`src/rtl/cnn_pkg.sv`:
```
// Shared pooling-mode encoding, XLEN-derived parameter defaults and
// helpers for the derived accumulator widths of the pooling datapath.
package cnn_pkg;

    localparam int CNN_XLEN         = 16;
    localparam int CNN_DATA_WID_DEF = CNN_XLEN;
    localparam int CNN_OCP_NUM_DEF  = CNN_XLEN / 4;

    typedef enum logic {
        POOL_MAX = 1'b0,
        POOL_AVG = 1'b1
    } pool_mode_e;

    // Right shift that turns a KxK window sum into its floored mean.
    function automatic int pool_shift(input int pool_k);
        return 2 * $clog2(pool_k);
    endfunction

    function automatic int pool_sum_wid(input int data_wid, input int pool_k);
        return data_wid + pool_shift(pool_k);
    endfunction

endpackage

```
`src/rtl/pool_acc.sv`:
```
// One channel of the pooling datapath: per-window partial buffer plus
// load / signed-max / accumulate. Average logic exists only with CNN_POOL_AVG_EN.
module pool_acc
    import cnn_pkg::*;
#(
    parameter int DATA_WID = CNN_DATA_WID_DEF,
    parameter int POOL_K   = 2,
    parameter int ENTRIES  = 4,
    parameter int IDX_W    = 2
) (
    input  logic                clk,
    input  logic                en,
    input  logic [IDX_W-1:0]    idx,
    input  logic                first,
    input  logic                avg,
    input  logic [DATA_WID-1:0] sample,
    output logic [DATA_WID-1:0] result
);

`ifdef CNN_POOL_AVG_EN
    localparam int ACC_W = pool_sum_wid(DATA_WID, POOL_K);
    localparam int SHIFT = pool_shift(POOL_K);
`else
    localparam int ACC_W = DATA_WID;
`endif

    logic signed [ACC_W-1:0] mem_q [ENTRIES];
    logic signed [ACC_W-1:0] cur_s;
    logic signed [ACC_W-1:0] smp_s;
    logic signed [ACC_W-1:0] acc_d;

    assign cur_s = mem_q[idx];
    assign smp_s = ACC_W'($signed(sample));

    // Next partial value for the addressed window entry.
    always_comb begin
        acc_d = smp_s;
        if (first) begin
            acc_d = smp_s;
`ifdef CNN_POOL_AVG_EN
        end else if (avg) begin
            acc_d = cur_s + smp_s;
`endif
        end else if (smp_s > cur_s) begin
            acc_d = smp_s;
        end else begin
            acc_d = cur_s;
        end
    end

`ifdef CNN_POOL_AVG_EN
    // Arithmetic shift floors toward -inf, matching the mean definition.
    assign result = avg ? DATA_WID'(acc_d >>> SHIFT) : DATA_WID'(acc_d);
`else
    logic avg_unused_s;
    assign avg_unused_s = avg;
    assign result       = DATA_WID'(acc_d);
`endif

    // Partial buffer write; stale contents are always overwritten by a window's first pixel.
    always_ff @(posedge clk) begin
        if (en) begin
            mem_q[idx] <= acc_d;
        end
    end

endmodule

```
`src/rtl/cnn_pool_relu_stream.sv`:
```
// Streaming KxK max/average pooling with optional ReLU over OCP_NUM channels.
// Average pooling is built only when CNN_POOL_AVG_EN is defined.
module cnn_pool_relu_stream
    import cnn_pkg::*;
#(
    parameter int DATA_WID = CNN_DATA_WID_DEF,
    parameter int OCP_NUM  = CNN_OCP_NUM_DEF,
    parameter int POOL_K   = 2,
    parameter int FMAP_W   = 8,
    parameter int FMAP_H   = 8
) (
    input  logic                        clk,
    input  logic                        reset,
    input  logic                        in_valid,
    output logic                        in_ready,
    input  logic                        in_sof,
    input  logic [OCP_NUM*DATA_WID-1:0] in_data,
    input  logic                        pool_mode,
    input  logic                        relu_en,
    output logic                        out_valid,
    input  logic                        out_ready,
    output logic [OCP_NUM*DATA_WID-1:0] out_data,
    output logic                        out_last,
    output logic                        frame_err
);

    localparam int KB      = $clog2(POOL_K);
    localparam int COL_W   = $clog2(FMAP_W);
    localparam int ROW_W   = $clog2(FMAP_H);
    localparam int ENTRIES = FMAP_W / POOL_K;
    localparam int IDX_W   = (ENTRIES > 1) ? $clog2(ENTRIES) : 1;
    localparam int VEC_W   = OCP_NUM * DATA_WID;

    localparam logic [COL_W-1:0] COL_MAX  = COL_W'(FMAP_W - 1);
    localparam logic [ROW_W-1:0] ROW_MAX  = ROW_W'(FMAP_H - 1);
    localparam logic [COL_W-1:0] COL_ZERO = {COL_W{1'b0}};
    localparam logic [ROW_W-1:0] ROW_ZERO = {ROW_W{1'b0}};
    localparam logic [KB-1:0]    SUB_MAX  = KB'(POOL_K - 1);
    localparam logic [KB-1:0]    SUB_ZERO = {KB{1'b0}};

    logic [COL_W-1:0] col_q, col_d, eff_col_s;
    logic [ROW_W-1:0] row_q, row_d, eff_row_s;
    logic             out_valid_q, out_valid_d;
    logic             out_last_q, out_last_d;
    logic             frame_err_q, frame_err_d;
    logic [VEC_W-1:0] out_data_q, out_data_d;
    pool_mode_e       mode_q, mode_d, req_mode_s, eff_mode_s;
    logic             relu_q, relu_d, eff_relu_s;

    logic             in_fire_s, mid_s, first_s, last_s, avg_sel_s;
    logic [IDX_W-1:0] idx_s;
    logic [VEC_W-1:0] res_s, act_s;

`ifdef CNN_POOL_AVG_EN
    assign req_mode_s = pool_mode_e'(pool_mode);
`else
    logic pool_mode_unused_s;
    assign pool_mode_unused_s = pool_mode;
    assign req_mode_s         = POOL_MAX;
`endif

    assign in_ready  = !out_valid_q || out_ready;
    assign in_fire_s = in_valid && in_ready;
    assign mid_s     = (col_q != COL_ZERO) || (row_q != ROW_ZERO);

    // A start-of-frame pixel restarts the frame at (0,0) with freshly sampled mode.
    always_comb begin
        if (in_sof) begin
            eff_col_s  = COL_ZERO;
            eff_row_s  = ROW_ZERO;
            eff_mode_s = req_mode_s;
            eff_relu_s = relu_en;
        end else begin
            eff_col_s  = col_q;
            eff_row_s  = row_q;
            eff_mode_s = mode_q;
            eff_relu_s = relu_q;
        end
    end

    assign first_s   = (eff_row_s[KB-1:0] == SUB_ZERO) && (eff_col_s[KB-1:0] == SUB_ZERO);
    assign last_s    = (eff_row_s[KB-1:0] == SUB_MAX) && (eff_col_s[KB-1:0] == SUB_MAX);
    assign idx_s     = IDX_W'(eff_col_s >> KB);
    assign avg_sel_s = (eff_mode_s == POOL_AVG);

    for (genvar g = 0; g < OCP_NUM; g++) begin : g_ch
        pool_acc #(
            .DATA_WID (DATA_WID),
            .POOL_K   (POOL_K),
            .ENTRIES  (ENTRIES),
            .IDX_W    (IDX_W)
        ) u_acc (
            .clk    (clk),
            .en     (in_fire_s),
            .idx    (idx_s),
            .first  (first_s),
            .avg    (avg_sel_s),
            .sample (in_data[g*DATA_WID +: DATA_WID]),
            .result (res_s[g*DATA_WID +: DATA_WID])
        );
    end

    // ReLU on the completed window values.
    always_comb begin
        act_s = res_s;
        for (int c = 0; c < OCP_NUM; c++) begin
            if (eff_relu_s && res_s[c*DATA_WID + DATA_WID - 1]) begin
                act_s[c*DATA_WID +: DATA_WID] = {DATA_WID{1'b0}};
            end else begin
                act_s[c*DATA_WID +: DATA_WID] = res_s[c*DATA_WID +: DATA_WID];
            end
        end
    end

    // Counters, latched mode, error flag and the output holding register.
    always_comb begin
        col_d       = col_q;
        row_d       = row_q;
        out_valid_d = out_valid_q;
        out_last_d  = out_last_q;
        out_data_d  = out_data_q;
        frame_err_d = frame_err_q;
        mode_d      = mode_q;
        relu_d      = relu_q;
        if (out_valid_q && out_ready) begin
            out_valid_d = 1'b0;
            out_last_d  = 1'b0;
        end else begin
            out_valid_d = out_valid_q;
        end
        if (in_fire_s) begin
            if (in_sof) begin
                mode_d      = req_mode_s;
                relu_d      = relu_en;
                frame_err_d = frame_err_q || mid_s;
            end else begin
                mode_d = mode_q;
            end
            if (eff_col_s == COL_MAX) begin
                col_d = COL_ZERO;
                if (eff_row_s == ROW_MAX) begin
                    row_d = ROW_ZERO;
                end else begin
                    row_d = eff_row_s + ROW_W'(1);
                end
            end else begin
                col_d = eff_col_s + COL_W'(1);
                row_d = eff_row_s;
            end
            if (last_s) begin
                out_valid_d = 1'b1;
                out_last_d  = (eff_row_s == ROW_MAX) && (eff_col_s == COL_MAX);
                out_data_d  = act_s;
            end else begin
                out_data_d = out_data_q;
            end
        end else begin
            col_d = col_q;
        end
    end

    // State registers with synchronous reset.
    always_ff @(posedge clk) begin
        if (reset) begin
            col_q       <= COL_ZERO;
            row_q       <= ROW_ZERO;
            out_valid_q <= 1'b0;
            out_last_q  <= 1'b0;
            out_data_q  <= {VEC_W{1'b0}};
            frame_err_q <= 1'b0;
            mode_q      <= POOL_MAX;
            relu_q      <= 1'b1;
        end else begin
            col_q       <= col_d;
            row_q       <= row_d;
            out_valid_q <= out_valid_d;
            out_last_q  <= out_last_d;
            out_data_q  <= out_data_d;
            frame_err_q <= frame_err_d;
            mode_q      <= mode_d;
            relu_q      <= relu_d;
        end
    end

    assign out_valid = out_valid_q;
    assign out_last  = out_last_q;
    assign out_data  = out_data_q;
    assign frame_err = frame_err_q;

endmodule

```
`config.mk`:
```
export PLATFORM = sky130hd
export DESIGN_NAME = cnn_pool_relu_stream
export DESIGN_NICKNAME = d
export VERILOG_FILES = /design/src/rtl/cnn_pkg.sv /design/src/rtl/pool_acc.sv /design/src/rtl/cnn_pool_relu_stream.sv
export SDC_FILE = /design/constraint.sdc
export NUM_CORES = 1
export LEC_CHECK = 0
export BUFFER_PORTS_ARGS = -buffer_cell sky130_fd_sc_hd__buf_4
export CAP_MARGIN = 20
export CORE_ASPECT_RATIO = 1.75
export CORE_MARGIN = 8
export CORE_UTILIZATION = 52
export DETAILED_ROUTE_END_ITERATION = 7
export PLACE_DENSITY = 0.71
export SYNTH_ARGS = -nofsm -noshare
export SYNTH_HDL_FRONTEND = slang
export SYNTH_HIERARCHICAL = 1
export SYNTH_SLANG_ARGS = --single-unit
```
`constraint.sdc`:
```
create_clock -name clk -period 4.5 [get_ports clk]
set_input_delay 0 -clock clk [delete_from_list [all_inputs] [get_ports clk]]
set_output_delay 0 -clock clk [all_outputs]
set_load 0.005 [all_outputs]
```
==> key figures, run 1 <==
Routing
  • First drt pass iteration count: 5
  • Vias: 9131
  • Wirelength, routed: 33.46 mm
  • Wirelength per Cell: 20.63 um
  • Post-route DRC: 0
  • First DRT Iteration DRCs: 494
  • Post-route ant nets: 0
  • Vias per cell: 5.629

Worst hold path
  • Hold Crit Start: relu_en
  • Hold EP: out_data[63]
  • Worst hold path class: input port to flop
  • Hold depth: 4

STA
  • Setup tns final: 0 ps
  • Max-slew violations: 0
  • Post-layout min period: 4036 ps
  • FMAX: 247.8 MHz
  • Setup Skew: 14.23 ps
  • Finish-stage setup viols: 0
  • Slew margin rel.: 30.11%
  • RSZ-0062 raised after global routing: no
  • Final Hold Vio Count: 0
  • Slew @ Worst Pin: 1048 ps
  • Fin crit share: 89.69%

Clock tree
  • CTS tree: yes
  • Post-CTS setup repair buffer count: 0
  • Clk sinks: 330
  • CTS Root Cell: clkbuf_16
  • Worst skew pair latency: 560 ps
  • Number of buffers created by CTS: 29
  • Clk slew on worst S/H paths: 70 ps
  • Htree depth: 1
  • Max clock buf depth: 3

Final layout
  • Non-Filler Instances: 1622
  • Nets@finish: 1364
  • Fin util: 64.31%
  • Proportion of layout cells with a drive suffix above 1: 29.09%
  • Area Overhead vs Synth: 21.78%

Synth
  • Synth Cell Area: 14770 um^2
  • Synth Instances: 1006
  • Yosys warning total: 6
  • Syn nets: 1145
  • Synthesized area per cell: 14.68 um^2

Setup path
  • WS Path Type: flop to flop
  • Critical Path AT: 4520 ps
  • Startpoint Class: flop
  • R2R Setup Slk: 460 ps
  • Worst Path Required: 4980 ps
  • Worst Setup SP: col_q[1]
  • CP endpoint kind: flop
  • R2r endpoint: out_data[56]
  • Worst R2R Path Depth: 15
  • RR Startpoint: col_q[1]
  • Critical path fanouts, max: 40

Power and ir drop
  • P_leak: 6.722 nW
  • Cell area power density: 361.0 nW/um^2
  • Int Power: 5.106 mW
  • Switch Pwr: 1.388 mW
  • Sw Ratio: 21.37%
  • Combinational power share: 9.4%
  • Clk pwr share: 38.8%
  • VDD IR-drop max: 355.6 uV
  • Sequential fraction of design power: 51.9%

Job
  • # Max-Cap Violations: 0

Global routing
  • Overflow after GRT: 0
  • First-pass GRT wire length: 51.78 mm
  • Initial antenna violation count: 1
  • Number of global-route vias before repair: 9801
  • Largest net degree at the start of global routing: 75
  • GRT Util Overall: 19.60%

Floorplanning
  • DIE WIDTH: 143.4 um
  • Number of placement rows: 81
  • # IOs: 139
  • Core area: 27970 um^2
  • DIE HEIGHT: 239.0 um
  • Initial Utilization: 52.81%
  • Die ar.: 34270 um^2

Placed design
  • IO buf count: 137
  • RePlAce Congestion: 0.8261
  • HPWL after DPL: 21.48 mm
  • Placed Instances: 1500

Outcome
  • Status: finished, final reports clean
==> placed cells by master (no fill, tap or decap), drive strengths merged, types with 2 or more instances in the layout <==
cell and n:
or4b 2, nor2 22, nand2 98, and3 4, a311oi 2, nor2b 9, and3b 2, bufinv 2
buf 168, clkinv 5, nand3 72, nor4 5, o21ai 6, a21o 5, nor3 3, nand4 12
edfxtp 256, dlygate4sd3 67, a211o 2, inv 67, a32oi 2, a21oi 95, o221ai 2, ha 68
nand3b 3, mux2 65, dfxtp 74, nor3b 4, mux2i 3, and4 2, a31oi 3, mux4 64
clkbuf 46
==> repair_timing <==
action	CTS	global route
endpoints found under the hold margin	325	0
endpoints found under the setup margin	0	0
resized for setup	0	0
hold buffers	67	0
==> per-stage QoR <==
| stage | worst slack (ps) | instance area (um^2) | total power [mW] | hold slack (ps) |
|---|---|---|---|---|
| floorplan | 389.7 | 14770 | 3.790 | 169.7 |
| global placement | 555.7 | 16340 | 3.969 | 304.5 |
| detailed placement | 497.3 | 16340 | 3.990 | 312.1 |
| CTS | 467.1 | 17990 | 6.556 | 5.981 |
| global route | 221.3 | 17990 | 6.721 | 57.24 |
| finish | 463.9 | 17990 | 6.493 | 8.009 |
==> layer usage <==
| layer | vias up | track usage (%) | share of wire (%) |
|---|---|---|---|
| li1 | 4257 | - | - |
| met1 | 4637 | 21.06 | 38 |
| met2 | 189 | 37.81 | 56 |
| met3 | 48 | 2.200 | 3.6 |
| met4 | 0 | 7.685 | 3.0 |
| met5 | - | 0 | 0 |
==> layout make-up <==
class	instances	area (um^2)
inverters	66	247.7
well taps	373	466.7
flip-flops and latches	330	9169
multi-input cells	563	5122
diodes	1	2.502
clock buffers	46	880.8
fillers	2129	9983
clock inverters	8	92.59
repair buffers	235	2007
==> sequential cells by signal (all words and copies together), names as in the netlist <==
name              flops
g_ch.u_acc/mem_q    256
out_data             64
col_q                 3
row_q                 3
frame_err             1
out_last              1
out_valid             1
relu_q                1
==> critical path, cell delays in order, from the launching register on <==
cell and delay [ps]:
dfxtp_1 350, nor2b_4 210, buf_12 320, mux4_2 580
inv_1 80, ha_1 230, nand4_1 180, nor3_1 90
or4b_1 520, a31o_1 260, a21oi_4 140, mux2_2 400
nand2_1 100, buf_4 190, nand3_1 100, a21oi_1 180
==> power groups by stage <==
| stage | logic, mW | clock network (mW) | registers, mW |
|---|---|---|---|
| 2_1_floorplan | 0.362 | 0 | 3.43 |
| 3_3_place_gp | 0.540 | 0 | 3.43 |
| 6_report | 0.607 | 2.52 | 3.37 |
| 5_1_grt | 0.665 | 2.69 | 3.37 |
| 3_5_place_dp | 0.556 | 0 | 3.43 |
| 4_1_cts | 0.609 | 2.58 | 3.37 |
==> worst max path at each step <==
stage,end,slack (ps)
floorplan,out_data[53],390
global route,out_data[60],220
detailed placement,out_data[56],500
global placement,out_data[53],560
CTS,out_data[56],470
finish,out_data[56],460
Power figures use the tool's default switching activity.
==> inputs of run 2 (changes only) <==
==> constraint.sdc (replaced) <==
create_clock -name clk -period 4.5 [get_ports clk]
set_input_delay 0.9 -clock clk [delete_from_list [all_inputs] [get_ports clk]]
set_output_delay 0.9 -clock clk [all_outputs]
set_load 0.005 [all_outputs]
==> run 2 against run 1 <==
  * Wire length is 4.4% lower
  * Combinational power is 3.6% lower
  * First-iteration DRC count is 30% lower
  * Total power hardly changed
  * Critical path type is now input port to flop
  * Critical endpoint is now out_data[45]
  * Largest power group unchanged
==> key figures, run 2 (synthesis gave the netlist of run 1 again) <==
Outcome
  • Status: finished, final reports clean (unchanged)

Power and ir drop
  • P_leak: 6.689 nW (was 6.722 nW)
  • Sw Ratio: 21.40% (was 21.37%)
  • Cell area power density: 366.7 nW/um^2 (was 361.0 nW/um^2)
  • Combinational power share: 9.0% (was 9.4%)
  • Tot Pwr: 6.498 mW (was 6.493 mW)
  • VDD IR-drop max: 360.6 uV (was 355.6 uV)
  • Switch Pwr: 1.391 mW (was 1.388 mW)
  • Sequential fraction of design power: 51.8% (was 51.9%)
  • Clk pwr share: 39.2% (was 38.8%)
  • Int Power: 5.108 mW (was 5.106 mW)

Global routing
  • Initial antenna violation count: 1 (unchanged)
  • Largest net degree at the start of global routing: 75 (unchanged)
  • GRT Util Overall: 18.89% (was 19.60%)
  • Number of global-route vias before repair: 9423 (was 9801)
  • Overflow after GRT: 0 (unchanged)
  • GR Util met3: 2.500% (was 2.200%)
  • Met1 Track Usage GR: 19.98% (was 21.06%)
  • First-pass GRT wire length: 49.91 mm (was 51.78 mm)
  • GR Util met2: 36.89% (was 37.81%)
  • Most used routing layer: met2 (unchanged)

Placed design
  • Dpl cell area: 16730 um^2 (was 16340 um^2)
  • RePlAce Congestion: 0.7863 (was 0.8261)
  • HPWL after DPL: 22.32 mm (was 21.48 mm)
  • IO buf count: 137 (unchanged)

Routing
  • Post-route ant nets: 0 (unchanged)
  • Vias: 8874 (was 9131)
  • First DRT Iteration DRCs: 348 (was 494)
  • Wirelength, routed: 32.00 mm (was 33.46 mm)
  • Vias per cell: 5.557 (was 5.629)
  • First drt pass iteration count: 5 (unchanged)
  • Post-route DRC: 0 (unchanged)
  • Wirelength per Cell: 20.04 um (was 20.63 um)

Worst hold path
  • Worst hold path class: flop to flop (was input port to flop)

Setup path
  • Startpoint Class: input port (was flop)
  • R2R Setup Slk: 660 ps (was 460 ps)
  • Critical Path AT: 4360 ps (was 4520 ps)
  • CP endpoint kind: flop (unchanged)
  • CP dominant cell by count: buf_4
  • CP max stage delay: 510 ps (was 580 ps)
  • CP top delay family: simple AND/OR/NAND/NOR gates (unchanged)
  • Worst path bufs/invs: 6 (was 3)
  • WS Path Type: input port to flop (was flop to flop)
  • Critical Path, Cell by Cell: buf_4 -> nor2b_4 -> buf_12 -> buf_12 -> mux4_2 -> inv_1 -> ha_1 -> nand4_1 -> nor4_1 -> buf_4 -> a21boi_0 -> o21ai_0 -> nand2_2 -> mux2_2 -> nand2_1 -> buf_4 -> nand3_1 -> a21oi_1 (was nor2b_4 -> buf_12 -> mux4_2 -> inv_1 -> ha_1 -> nand4_1 -> nor3_1 -> or4b_1 -> a31o_1 -> a21oi_4 -> mux2_2 -> nand2_1 -> buf_4 -> nand3_1 -> a21oi_1)
  • Critical path fanouts, max: 12 (was 40)
  • CP max-delay cell: mux4_2 (unchanged)
  • Worst Path Required: 4960 ps (was 4980 ps)

Clock tree
  • CTS Hold Buffers Added: 0 (was 67)
  • Clk slew on worst S/H paths: 70 ps (about the same)
  • CTS Root Cell: clkbuf_16 (unchanged)
  • Post-CTS Resized: 0 (unchanged)
  • CTS tree: yes (unchanged)
  • Htree depth: 1 (unchanged)
  • Post-CTS setup repair buffer count: 0 (unchanged)
  • Clk sinks: 330 (unchanged)
  • Number of buffers created by CTS: 29 (unchanged)
  • Max clock buf depth: 3 (unchanged)
  • Worst skew pair latency: 550 ps (was 560 ps)

Floorplanning
  • DIE HEIGHT: 239.0 um (unchanged)
  • Die ar.: 34270 um^2 (unchanged)
  • # IOs: 139 (unchanged)
  • Core area: 27970 um^2 (unchanged)
  • Initial Utilization: 52.81% (unchanged)
  • DIE WIDTH: 143.4 um (unchanged)
  • Number of placement rows: 81 (unchanged)

STA
  • Max-slew violations: 0 (unchanged)
  • FMAX: 256.3 MHz (was 247.8 MHz)
  • Slew margin rel.: 37.83% (was 30.11%)
  • Fin crit share: 86.70% (was 89.69%)
  • Setup tns final: 0 ps (unchanged)
  • Slew @ Worst Pin: 929.1 ps (was 1048 ps)
  • Final Hold Vio Count: 0 (unchanged)
  • Finish-stage setup viols: 0 (unchanged)
  • Post-layout min period: 3901 ps (was 4036 ps)
  • RSZ-0062 raised after global routing: no (unchanged)
  • Min Hold Slack: 454.6 ps (was 8.009 ps)
  • Setup Skew: 17.12 ps (was 14.23 ps)

Final layout
  • Fin util: 63.36% (was 64.31%)
  • Proportion of layout cells with a drive suffix above 1: 33.09% (was 29.09%)
  • Post-route cell area: 17720 um^2 (was 17990 um^2)
  • Commonest non-fill, non-tap cell in the layout: edfxtp_1 (unchanged)
  • Biggest register: g_ch.u_acc/mem_q (unchanged)
  • Ant diodes: 0 (was 1)
  • Area Overhead vs Synth: 19.97% (was 21.78%)
  • Filler cells: 2181 (was 2129)
  • Nets@finish: 1340 (was 1364)
  • Max reg flops: 256 (unchanged)
  • Most frequent cells in the layout: 256 x edfxtp_1, 198 x buf_4, 97 x nand2_1, 94 x a21oi_1, 74 x dfxtp_1 (was 256 x edfxtp_1, 162 x buf_4, 97 x nand2_1, 94 x a21oi_1, 74 x dfxtp_1)

Job
  • # Max-Cap Violations: 0 (unchanged)
## run 2: changes by cell type in the layout (fill, tap and decap cells not counted), sizes merged
cell	before	now
dlygate4sd3	67	0
buf	168	211
clkbuf	46	36
clkinv	5	10
clkinvlp	0	3
bufinv	2	4
diode	1	0
## run 2: final cells by class
cell class / count / area (um^2) / area share (%)
Tap cell: 373 / 466.7 / 2.633
Multi-Input combinational cell: 563 / 5104 / 28.80
Timing Repair Buffer: 211 / 1747 / 9.856
Inverter: 66 / 247.7 / 1.398
Sequential cell: 330 / 9169 / 51.74
Clock inverter: 18 / 206.4 / 1.165
Clock buffer: 36 / 782.0 / 4.413
## run 2: worst paths after layout
kind / startpoint / end / cells past startpoint
worst min register to register: out_data[12] / out_data[12] / 2
worst max register to register: col_q[1] / out_data[45] / 17
worst max-delay path: in_sof / out_data[45] / 18
worst min-delay path: out_data[12] / out_data[12] / 2
## run 2: power by group through the flow
stage | Sequential [mW] | Combinational (mW) | Clock [mW]
finish | 3.37 | 0.585 | 2.55
global route | 3.37 | 0.646 | 2.72
CTS | 3.37 | 0.591 | 2.59
detailed placement | 3.43 | 0.586 | 0
global placement | 3.43 | 0.572 | 0
floorplan | 3.43 | 0.363 | 0
## run 2: per-layer routing
metal	up-vias	wire (um)
li1	4209	-
met1	4440	11680
met2	180	18290
met3	43	1223
met4	2	788
met5	-	13
## run 2: worst min-delay path, cell delays in order (launching register included)
cell and delay, ps:
dfxtp_1 310, nand2_1 50, a21oi_1 50
## run 2: stage by stage
step,instances,setup slack (ps)
after CTS,1597,590.2
after floorplan,1006,13.54
after global routing,1597,301.5
after detailed placement,1543,48.20
after global placement,1543,73.73
final,1597,598.6
